==> config.mk <==
export PLATFORM = sky130hd
export DESIGN_NAME = reg_load_sequencer
export DESIGN_NICKNAME = d
export VERILOG_FILES = /design/src/rtl/reg_load_sequencer.sv
export SDC_FILE = /design/constraint.sdc
export NUM_CORES = 1
export LEC_CHECK = 0
export BUFFER_PORTS_ARGS = -buffer_cell sky130_fd_sc_hd__buf_2
export CAP_MARGIN = 15
export CORE_MARGIN = 3
export CORE_UTILIZATION = 47
export CTS_CLUSTER_DIAMETER = 100
export DETAILED_ROUTE_END_ITERATION = 7
export GPL_TIMING_DRIVEN = 0
export PLACE_DENSITY = 0.74
export SLEW_MARGIN = 10
export SYNTH_ARGS = -nofsm -noshare
export SYNTH_HDL_FRONTEND = slang
export SYNTH_SLANG_ARGS = --single-unit
==> constraint.sdc <==
create_clock -name clk -period 1.3 [get_ports clk]
set_input_delay 0 -clock clk [delete_from_list [all_inputs] [get_ports clk]]
set_output_delay 0 -clock clk [all_outputs]
set_load 0.01 [all_outputs]
==> src/rtl/reg_load_sequencer.sv <==
// reg_load_sequencer: sequences instruction / A / B register loads from one
// shared byte stream and selects which register drives the OR-combined bus.
// Optional feature macro: SEQ_TIMEOUT_EN. When it is defined, a per-byte idle
// timeout aborts the transaction and sets err. When it is undefined, the wait
// states block indefinitely and err stays 0.
module reg_load_sequencer #(
  parameter int unsigned TIMEOUT_CYCLES = 255
) (
  input  logic       clk,
  input  logic       rst_n,
  input  logic       start,
  input  logic       in_valid,
  input  logic [7:0] in_data,
  output logic       in_ready,
  output logic       ld_ir,
  output logic       ld_a,
  output logic       ld_b,
  output logic [7:0] ld_data,
  output logic [1:0] oe_sel,
  output logic       busy,
  output logic       done,
  output logic       err
);

  if (TIMEOUT_CYCLES < 1 || TIMEOUT_CYCLES > 255) begin : g_bad_timeout
    $error("TIMEOUT_CYCLES must be in 1..255");
  end

  typedef enum logic [2:0] {
    S_IDLE,
    S_FETCH,
    S_OPA,
    S_OPB,
    S_COMMIT
  } state_t;

  state_t     state_q, state_d;
  // {LDAB/LDB bit (byte[7]), output select (byte[5:4])}
  logic [2:0] opcode_q, opcode_d;
  logic       ld_ir_q, ld_ir_d;
  logic       ld_a_q, ld_a_d;
  logic       ld_b_q, ld_b_d;
  logic [7:0] ld_data_q, ld_data_d;
  logic [1:0] oe_sel_q, oe_sel_d;
  logic       err_q, err_d;
  logic       hs;
  logic       tmo;

  assign in_ready = (state_q == S_FETCH) || (state_q == S_OPA) || (state_q == S_OPB);
  assign hs       = in_valid && in_ready;
  assign busy     = (state_q != S_IDLE);
  assign done     = (state_q == S_COMMIT);
  assign ld_ir    = ld_ir_q;
  assign ld_a     = ld_a_q;
  assign ld_b     = ld_b_q;
  assign ld_data  = ld_data_q;
  assign oe_sel   = oe_sel_q;
  assign err      = err_q;

`ifdef SEQ_TIMEOUT_EN
  localparam logic [8:0] TMO_LIMIT = 9'(TIMEOUT_CYCLES);

  logic [7:0] cnt_q, cnt_d;

  // Idle-cycle counter: zero outside wait states and after each handshake.
  // The terminal count fires only when no handshake occurs, so a handshake wins.
  always_comb begin
    cnt_d = cnt_q;
    tmo   = 1'b0;
    if (!in_ready || hs) begin
      cnt_d = 8'd0;
    end else if ({1'b0, cnt_q} + 9'd1 == TMO_LIMIT) begin
      cnt_d = 8'd0;
      tmo   = 1'b1;
    end else begin
      cnt_d = cnt_q + 8'd1;
    end
  end

  // Timeout counter register
  always_ff @(posedge clk or negedge rst_n) begin
    if (!rst_n) cnt_q <= 8'd0;
    else        cnt_q <= cnt_d;
  end
`else
  assign tmo = 1'b0;
`endif

  // Next-state, load strobes, captured byte, output select and error flag
  always_comb begin
    state_d   = state_q;
    opcode_d  = opcode_q;
    ld_ir_d   = 1'b0;
    ld_a_d    = 1'b0;
    ld_b_d    = 1'b0;
    ld_data_d = ld_data_q;
    oe_sel_d  = oe_sel_q;
    err_d     = err_q;
    if (hs) ld_data_d = in_data;
    case (state_q)
      S_IDLE: begin
        if (start) begin
          state_d  = S_FETCH;
          err_d    = 1'b0;
          oe_sel_d = 2'b00;
        end
      end
      S_FETCH: begin
        if (hs) begin
          opcode_d = {in_data[7], in_data[5:4]};
          ld_ir_d  = 1'b1;
          case (in_data[7:6])
            2'b00:   state_d = S_COMMIT;
            2'b10:   state_d = S_OPB;
            default: state_d = S_OPA;
          endcase
        end
      end
      S_OPA: begin
        if (hs) begin
          ld_a_d  = 1'b1;
          // OPA is only reached for LDA (01) and LDAB (11); byte[7] tells them apart.
          state_d = opcode_q[2] ? S_OPB : S_COMMIT;
        end
      end
      S_OPB: begin
        if (hs) begin
          ld_b_d  = 1'b1;
          state_d = S_COMMIT;
        end
      end
      S_COMMIT: begin
        oe_sel_d = opcode_q[1:0];
        state_d  = S_IDLE;
      end
      default: state_d = S_IDLE;
    endcase
    if (tmo) begin
      state_d  = S_IDLE;
      err_d    = 1'b1;
      oe_sel_d = 2'b00;
    end
  end

  // State and output registers
  always_ff @(posedge clk or negedge rst_n) begin
    if (!rst_n) begin
      state_q   <= S_IDLE;
      opcode_q  <= 3'b000;
      ld_ir_q   <= 1'b0;
      ld_a_q    <= 1'b0;
      ld_b_q    <= 1'b0;
      ld_data_q <= 8'h00;
      oe_sel_q  <= 2'b00;
      err_q     <= 1'b0;
    end else begin
      state_q   <= state_d;
      opcode_q  <= opcode_d;
      ld_ir_q   <= ld_ir_d;
      ld_a_q    <= ld_a_d;
      ld_b_q    <= ld_b_d;
      ld_data_q <= ld_data_d;
      oe_sel_q  <= oe_sel_d;
      err_q     <= err_d;
    end
  end

endmodule

==> flow_summary.ini, run 1 <==
[status]
status = finished, final reports clean

[cts]
clockBufferDepth = 2
cts_tree = built
cts_num_sinks = 19
htreeDepth = 1
clkLatencyLatePin_ns = 0.29
clk_root_buffer_cell = clkbuf_4
cts_buffers = 3
path_clk_slew_ns = 0.10

[drt]
ant_nets = 0
drt-wirelength-per-cell_um = 13.5
drc_errors = 0
routed_wl_um = 1690
vias = 647
firstDrtPassIters = 4
drt_iter0_markers = 9
via_per_inst = 5.18

[synthesis]
synth_edf_count = 0
synth_area_leaders = dfrtp_1 (57%), mux2_2 (12%), mux2_4 (3.6%)
yosysTopAreaCell = dfrtp_1
synth_area_um2 = 830
netlist_instances = 63
synth_fp_nets = 75
synth_cell_types = 23
synth_top_area_frac = 0.573
synth-seq-cells = 19
yosysSeqAreaShare = 0.573
dominantRegCellSynth = dfrtp_1
synth-async-reset-ratio = 1.00
ys_warn_count = 0
syn_avg_cell_area_um2 = 13.2

[global_route]
grt_overflow_total = 0
grt_pass1_vias = 597
antenna_found_initial = 0
grt_pass1_wl_um = 2570
grt_usage = 0.164
grt_max_degree = 20

[worst_hold_path]
hold_start = start
hold_class = in2reg

[worst_setup_path]
cp.arrival_ns = 1.48
crit_path_end_kind = flip-flop
cp-startpoint = state_q[0]$_DFFE_PN0P_
worstSetupPathType = reg2reg
start_kind = flip-flop
regToRegStartpoint = state_q[0]$_DFFE_PN0P_
path_max_fanout = 6
required_ns = 1.49

[final_layout]
final_util = 0.765
fin_nets = 122
final_common_cell = buf_2
layout_common_cells = buf_2 (27), dfrtp_1 (18), mux2_4 (11)
layout-drive-gt1-share = 0.532
nFillCells = 110
multi_input_area_um2 = 364
syn_to_final_growth_pct = 45.4
final_cells = 125
antenna_cells = 0
seqCellArea_um2 = 477

[power]
ir_worst_vdd_uv = 1470
cellPowerDensity_mw_per_mm2 = 2190
p_leak_nw = 0.614

[place]
place_inst = 106
gp_congestion = 0.748
dp_hpwl_um = 1120
io_buffer_count = 27

[flow_run]
cap_violations = 0

[die]
start_util = 0.526
die_w_um = 48.0
core_area_mm2 = 0.00158
chipHeight_um = 48.0
io_pins = 29
num_rows = 14
dieArea_mm2 = 0.00230

[sta]
period_needed_ns = 1.30
period_share = 0.998
slew_viol_final = 0
rsz0062_at_grt = true
hold_viol_final = 0
finalSetupViolations = 0
clock_skew_ns = 0.00354
max_freq_mhz = 770
[metal layers]
metal	up-vias	global-route usage	wire, um
met5	-	0	0
met4	0	0.0806	23
met1	316	0.203	742
li1	306	-	-
met3	4	0.0338	76
met2	21	0.272	844
[layout make-up]
cell class	count	area share
plain buffers	3	0.0249
clock buffers	3	0.0187
clock inverters	1	0.00415
inverters	4	0.0124
multi-input cells	37	0.302
flip-flops and latches	19	0.395
well taps	16	0.0166
repair buffers	42	0.226
[worst paths after layout]
path	cells past startpoint	endpoint	slack [ns]
worst max-delay path	4	opcode_q[2]$_DFFE_PN0P_	0.002
worst min-delay path	3	state_q[0]$_DFFE_PN0P_	0.03
worst max register to register	4	opcode_q[2]$_DFFE_PN0P_	0.002
worst min register to register	1	oe_sel[0]$_DFFE_PN0P_	0.51
max in group asynchronous	2	state_q[2]$_DFFE_PN0P_	0.82
min in group asynchronous	2	oe_sel[0]$_DFFE_PN0P_	0.16
[report_power, final]
| group | internal [mW] | switching, mW | leakage [nW] |
|---|---|---|---|
| Combinational | 0.751 | 0.622 | 0.363 |
| Clock | 0.115 | 0.177 | 0.0177 |
| Sequential | 0.839 | 0.141 | 0.233 |
[Yosys cell counts, types with 2 or more instances]
master / instances
dfrtp_1: 19
mux2_2: 9
inv_1: 4
o21ai_0: 4
a21oi_1: 3
a22o_1: 2
buf_4: 2
mux2_4: 2
nand2_1: 2
nor2_1: 2
nor3_1: 2
[per-stage QoR]
step | hold slack [ns] | setup TNS, ns | setup slack, ns | area [um^2] | power, mW
final | 0.0313 | 0 | 0.00203 | 1210 | 2.64
after global routing | 0.00332 | -0.277 | -0.0610 | 1210 | 2.85
after CTS | 0.0177 | -0.00166 | -0.000886 | 1130 | 2.42
after detailed placement | -0.0378 | 0 | 0.00320 | 985 | 2.06
after global placement | -0.0451 | 0 | 0.00612 | 985 | 2.02
after floorplan | -0.296 | 0 | 0.0908 | 830 | 1.72
[registers in the layout, summed over array words and instances (netlist names)]
signal	count
ld_ir	1
opcode_q	3
ld_b	1
ld_data	8
ld_a	1
oe_sel	2
state_q	3
[kinds of logic (layout without fill, tap and decap cells)]
family	after synthesis	after routing	synth area share
simple gates	15	15	0.146
mux	11	11	0.158
compound gates	10	10	0.0754
other cells	1	1	0.00452
buf+inv	7	53	0.0422
flops	19	19	0.573
[critical path, cell delays in order (launching register included)]
cell     delay (ns)
dfrtp_1        0.36
buf_6          0.14
nand2_4        0.06
nor3_4         0.30
mux2_4         0.33
[timing repair]
| action | 4_1_cts | 5_1_grt |
|---|---|---|
| pin swaps | 1 | 3 |
| hold buffers | 10 | 0 |
| endpoints found under the hold margin | 31 | 0 |
| cloned | 0 | 0 |
| gates resized for setup | 4 | 11 |
| setup endpoints to repair | 8 | 14 |
| setup buffers | 1 | 4 |
Power figures use the tool's default switching activity.
==> run 2: changes to the inputs <==
- ABC_AREA: unset -> 1
- CORE_UTILIZATION: 47 -> 48
==> flow_summary.ini, run 2 <==
[final_layout]
seqCellArea_um2 = 477
layout-drive-gt1-share = 0.393
multi_input_area_um2 = 343
antenna_cells = 0
fin_nets = 153
final_common_cell = buf_2
syn_to_final_growth_pct = 32.4
layout_common_cells = buf_2 (27), nand2_1 (22), dfrtp_1 (18)
nFillCells = 129
largest_reg_flops = 8

[synthesis]
synth-seq-cells = 19
synth_edf_count = 0
synthSimpleGateAreaFrac = 0.304
yosysSeqAreaShare = 0.530
synthMuxAreaShare = 0
synth_fp_nets = 112
synth_area_leaders = dfrtp_1 (53%), nand2_1 (9.6%), nand2_2 (7.0%)
ys_warn_count = 0
synth_top_area_frac = 0.530
synth_top_family_by_area = simple AND/OR/NAND/NOR gates
synthAdderAreaFrac = 0
post-synth-top-count-cell = nand2_1
synth_compound_area_frac = 0.0683
syn_avg_cell_area_um2 = 8.97
netlist_instances = 100
dominantRegCellSynth = dfrtp_1
synth-async-reset-ratio = 1.00
synth_commonest_cells = nand2_1 (23), dfrtp_1 (19), inv_1 (11)
synth_xor_area_frac = 0
synth_area_um2 = 897
synth_cell_types = 19
yosysTopAreaCell = dfrtp_1

[drt]
ant_nets = 0
routed_wl_um = 1880
drc_errors = 0
drt-wirelength-per-cell_um = 11.5
drt_iter0_markers = 16
via_per_inst = 4.64
vias = 761
firstDrtPassIters = 4

[sta]
slew_viol_final = 0
period_needed_ns = 1.25
holdWs_ns = 0.00717
finalSetupViolations = 0
clock_skew_ns = 0.00287
setup_slack_ns = 0.0508
max_freq_mhz = 801
period_share = 0.961
hold_viol_final = 0

[cts]
htreeDepth = 1
cts_buffers = 3
clkLatencyLatePin_ns = 0.29
clk_root_buffer_cell = clkbuf_4
clockBufferDepth = 2
cts_num_sinks = 19
path_clk_slew_ns = 0.10
cts_tree = built

[worst_setup_path]
crit_slowest_cell = dfrtp_1
cp-startpoint = state_q[2]$_DFFE_PN0P_
start_kind = flip-flop
crit_family = flip-flops
crit_path_end_kind = output pin
critPathBufInv = 3
cp.arrival_ns = 1.25
required_ns = 1.30
crit_path_max_incr_delay_ns = 0.53
path_max_fanout = 6
path_cells = inv_2, o21ai_2, inv_4, buf_2
worstSetupPathType = reg2out
regToRegStartpoint = state_q[2]$_DFFE_PN0P_

[global_route]
grt_overflow_total = 0
grt_pass1_vias = 725
grt_max_degree = 20
antenna_found_initial = 0
grt_usage = 0.162
grt_pass1_wl_um = 3020

[die]
num_rows = 14
dieArea_mm2 = 0.00242
die_w_um = 49.2
core_area_mm2 = 0.00163
chipHeight_um = 49.2
io_pins = 29
start_util = 0.551

[worst_hold_path]
hold_class = in2reg
hold_start = start

[power]
p_clk_frac = 0.110
cell_internal_pwr_mw = 1.50
combPwrFrac = 0.496
p_sw_frac = 0.430
p_switching_mw = 1.13
ir_worst_vdd_uv = 1200
cellPowerDensity_mw_per_mm2 = 2220
p_leak_nw = 0.663
seq_power_share = 0.394

[place]
place_ws_ns = 0.138
gp_congestion = 0.826
dp_hpwl_um = 1310
io_buffer_count = 26

[flow_run]
cap_violations = 0

[status]
status = finished, final reports clean
-- run 2: worst paths after layout --
check | endpoint | slack [ns] | depth (start not counted)
max in group asynchronous | state_q[0]$_DFFE_PN0P_ | 0.82 | 2
setup reg to reg | ld_data[5]$_DFFE_PN0P_ | 0.09 | 6
hold reg to reg | ld_data[7]$_DFFE_PN0P_ | 0.49 | 2
hold / removal | oe_sel[1]$_DFFE_PN0P_ | 0.007 | 4
min in group asynchronous | oe_sel[1]$_DFFE_PN0P_ | 0.16 | 2
setup / recovery | in_ready | 0.05 | 4
-- run 2: cell families (layout without fill, tap and decap cells) --
family / after synthesis / after routing
simple gates: 54 / 54
flops: 19 / 19
buf+inv: 16 / 56
other cells: 1 / 1
compound gates: 10 / 10
-- run 2: power by group through the flow --
stage          registers, mW  logic, mW  clock network [mW]
2_1_floorplan           1.10      0.785                   0
3_3_place_gp            1.03       1.21                   0
3_5_place_dp            1.04       1.24                   0
4_1_cts                 1.03       1.27               0.294
5_1_grt                 1.06       1.46               0.324
6_report                1.04       1.31               0.290
-- run 2: layer usage --
metal | GRT usage | part of all wire | up-vias
met3 | 0.0489 | 0.053 | 4
met2 | 0.281 | 0.51 | 22
met4 | 0.0427 | 0.0090 | 0
met1 | 0.193 | 0.43 | 346
met5 | 0 | 0 | -
li1 | - | - | 389
-- run 2: what timing repair did --
action / in CTS / in global routing
buffers inserted: 0 / 1
setup endpoints to repair: 0 / 1
hold buffers: 9 / 0
endpoints found under the hold margin: 28 / 0
resized for setup: 0 / 4
-- run 2: tightest hold or removal path, cell delays in order --
cell	delay (ns)
buf_2	0.09
nand2_1	0.06
nand3_1	0.08
nand2_1	0.04
-- run 2: final cells by class --
| type | count | area share |
|---|---|---|
| Tap cell | 24 | 0.0253 |
| Clock buffer | 4 | 0.0221 |
| Sequential cell | 19 | 0.401 |
| Timing Repair Buffer | 36 | 0.192 |
| Inverter | 13 | 0.0432 |
| Multi-Input combinational cell | 65 | 0.289 |
| Buffer | 3 | 0.0274 |
-- run 2: per-stage QoR --
stage	util	area, um^2	total power, mW	std cells	setup TNS (ns)
2_1_floorplan	-	897	1.89	100	0
3_3_place_gp	0.649	1060	2.24	150	0
3_5_place_dp	0.649	1060	2.29	150	0
4_1_cts	0.720	1170	2.59	163	0
5_1_grt	0.729	1190	2.85	164	-0.102
6_report	0.729	1190	2.64	164	0
==> run 3: changes to the inputs <==
- CELL_PAD_IN_SITES_DETAIL_PLACEMENT: unset -> 1
- CELL_PAD_IN_SITES_GLOBAL_PLACEMENT: unset -> 2
- CORE_UTILIZATION: 48 -> 28
==> flow_summary.ini, run 3 (same netlist as run 2, synthesis figures left out) <==
[status]
status = finished, final reports clean

[power]
p_leak_nw = 0.668
combPwrFrac = 0.506
p_sw_frac = 0.426
cellPowerDensity_mw_per_mm2 = 2210
cell_internal_pwr_mw = 1.56
seq_power_share = 0.386
ir_worst_vdd_uv = 883
p_clk_frac = 0.108
p_switching_mw = 1.15

[final_layout]
layout_common_cells = buf_2 (27), nand2_1 (21), dfrtp_1 (17)
design_area_mm2 = 0.00123
fin_nets = 154
largest_reg_flops = 8
final_cells = 183
antenna_cells = 0
final_common_cell = buf_2
nFillCells = 370
final_util = 0.423
syn_to_final_growth_pct = 36.8
layout-drive-gt1-share = 0.426

[global_route]
grt_max_degree = 20
grt_pass1_wl_um = 3670
antenna_found_initial = 0
grt_pass1_vias = 857
grt_usage = 0.113
grt_overflow_total = 0

[place]
place_inst = 168
gp_congestion = 0.708
dpl_cell_area_mm2 = 0.00108
dp_hpwl_um = 1510
io_buffer_count = 26

[worst_setup_path]
path_cells = o21ai_2, inv_4, buf_2
crit_slowest_cell = dfrtp_2
cp.arrival_ns = 1.19
required_ns = 1.30
critPathBufInv = 2
r2r_slack_ns = 0.12
regToRegStartpoint = state_q[0]$_DFFE_PN0P_
crit_path_end_kind = output pin
path_max_fanout = 6
crit-reg2reg-capture = opcode_q[1]$_DFFE_PN0P_
crit_path_max_incr_delay_ns = 0.46
worstSetupPathType = reg2out
start_kind = flip-flop
r2r_cells = 6
crit_family = flip-flops

[cts]
htreeDepth = 1
cts_tree = built
clockBufferDepth = 2
cts_num_sinks = 19
path_clk_slew_ns = 0.11
cts_buffers = 3
clkLatencyLatePin_ns = 0.29
clk_root_buffer_cell = clkbuf_4

[drt]
drt-wirelength-per-cell_um = 10.8
drc_errors = 0
routed_wl_um = 1980
drt_iter0_markers = 14
vias = 780
via_per_inst = 4.26
firstDrtPassIters = 4
ant_nets = 0

[flow_run]
cap_violations = 0

[die]
num_rows = 19
chipHeight_um = 62.6
core_area_mm2 = 0.00290
die_w_um = 62.6
io_pins = 29
dieArea_mm2 = 0.00392
start_util = 0.309

[worst_hold_path]
hold_start = in_data[7]
hold_class = in2reg
holdPathStages = 3
hold_end = ld_data[7]$_DFFE_PN0P_

[sta]
period_needed_ns = 1.19
finalSetupTns_ns = 0
hold_viol_final = 0
clock_skew_ns = 0.00675
finalSetupViolations = 0
rsz0062_at_grt = false
period_share = 0.915
max_freq_mhz = 841
slew_viol_final = 0
==> run 3: cell types whose count changed in the layout (fill, tap and decap cells not counted) <==
cell,before,now
inv_2,2,3
buf_4,2,3
dlygate4sd3_1,9,8
o21ai_0,4,3
dfrtp_2,1,2
nor2_2,1,0
nand2_1,22,21
dfrtp_1,18,17
nand2_2,11,12
inv_1,10,9
o21ai_1,3,4
buf_6,0,1
nor2_4,1,2
==> run 3: worst max-delay path by stage <==
stage	startpoint	to	slack, ns	depth (start not counted)
detailed placement	state_q[0]$_DFFE_PN0P_	state_q[0]$_DFFE_PN0P_	0.07	6
floorplan	state_q[0]$_DFFE_PN0P_	state_q[0]$_DFFE_PN0P_	0.21	6
global placement	state_q[0]$_DFFE_PN0P_	state_q[0]$_DFFE_PN0P_	0.06	6
finish	state_q[0]$_DFFE_PN0P_	in_ready	0.11	3
global route	state_q[0]$_DFFE_PN0P_	opcode_q[2]$_DFFE_PN0P_	0.0001	6
CTS	state_q[0]$_DFFE_PN0P_	done	0.01	4
==> run 3: area by class of cell <==
class,instances,area (um^2),share of cell area
Sequential cell,19,478,0.389
Multi-Input combinational cell,65,350,0.285
Timing Repair Buffer,37,236,0.193
Tap cell,42,52.6,0.0428
Inverter,13,51.3,0.0418
Buffer,3,32.5,0.0265
Clock buffer,4,26.3,0.0214
==> run 3: what timing repair did <==
action | in CTS | in global routing
endpoints found under the setup margin | 1 | 2
hold buffers | 8 | 0
resized for setup | 2 | 8
hold endpoints to repair | 28 | 0
cloned | 0 | 0
setup buffers | 1 | 2
pin swaps | 0 | 2
==> run 3: per-stage QoR <==
stage               power [mW]  hold slack [ns]  worst slack (ns)
floorplan                 1.89           -0.296             0.211
global placement          2.28          -0.0320            0.0599
detailed placement        2.32          -0.0231            0.0662
CTS                       2.68          0.00348            0.0127
global route              2.99           0.0169          0.000113
finish                    2.71           0.0144             0.111
==> run 3: layer usage <==
layer / up-vias / wire [um] / track usage
met5: - / 0 / 0
met4: 0 / 8 / 0.0413
met3: 2 / 107 / 0.0324
met2: 22 / 952 / 0.192
met1: 362 / 912 / 0.137
li1: 394 / - / -
==> run 3: tightest hold or removal path, cell delays in order <==
cell and delay, ns:
buf_2 0.07, inv_1 0.08, o21ai_2 0.13
==> run 3: power groups by stage <==
stage	clock network [mW]	logic, mW	registers, mW
global placement	0	1.25	1.03
global route	0.335	1.56	1.09
CTS	0.314	1.33	1.03
floorplan	0	0.785	1.10
detailed placement	0	1.28	1.04
finish	0.292	1.37	1.05
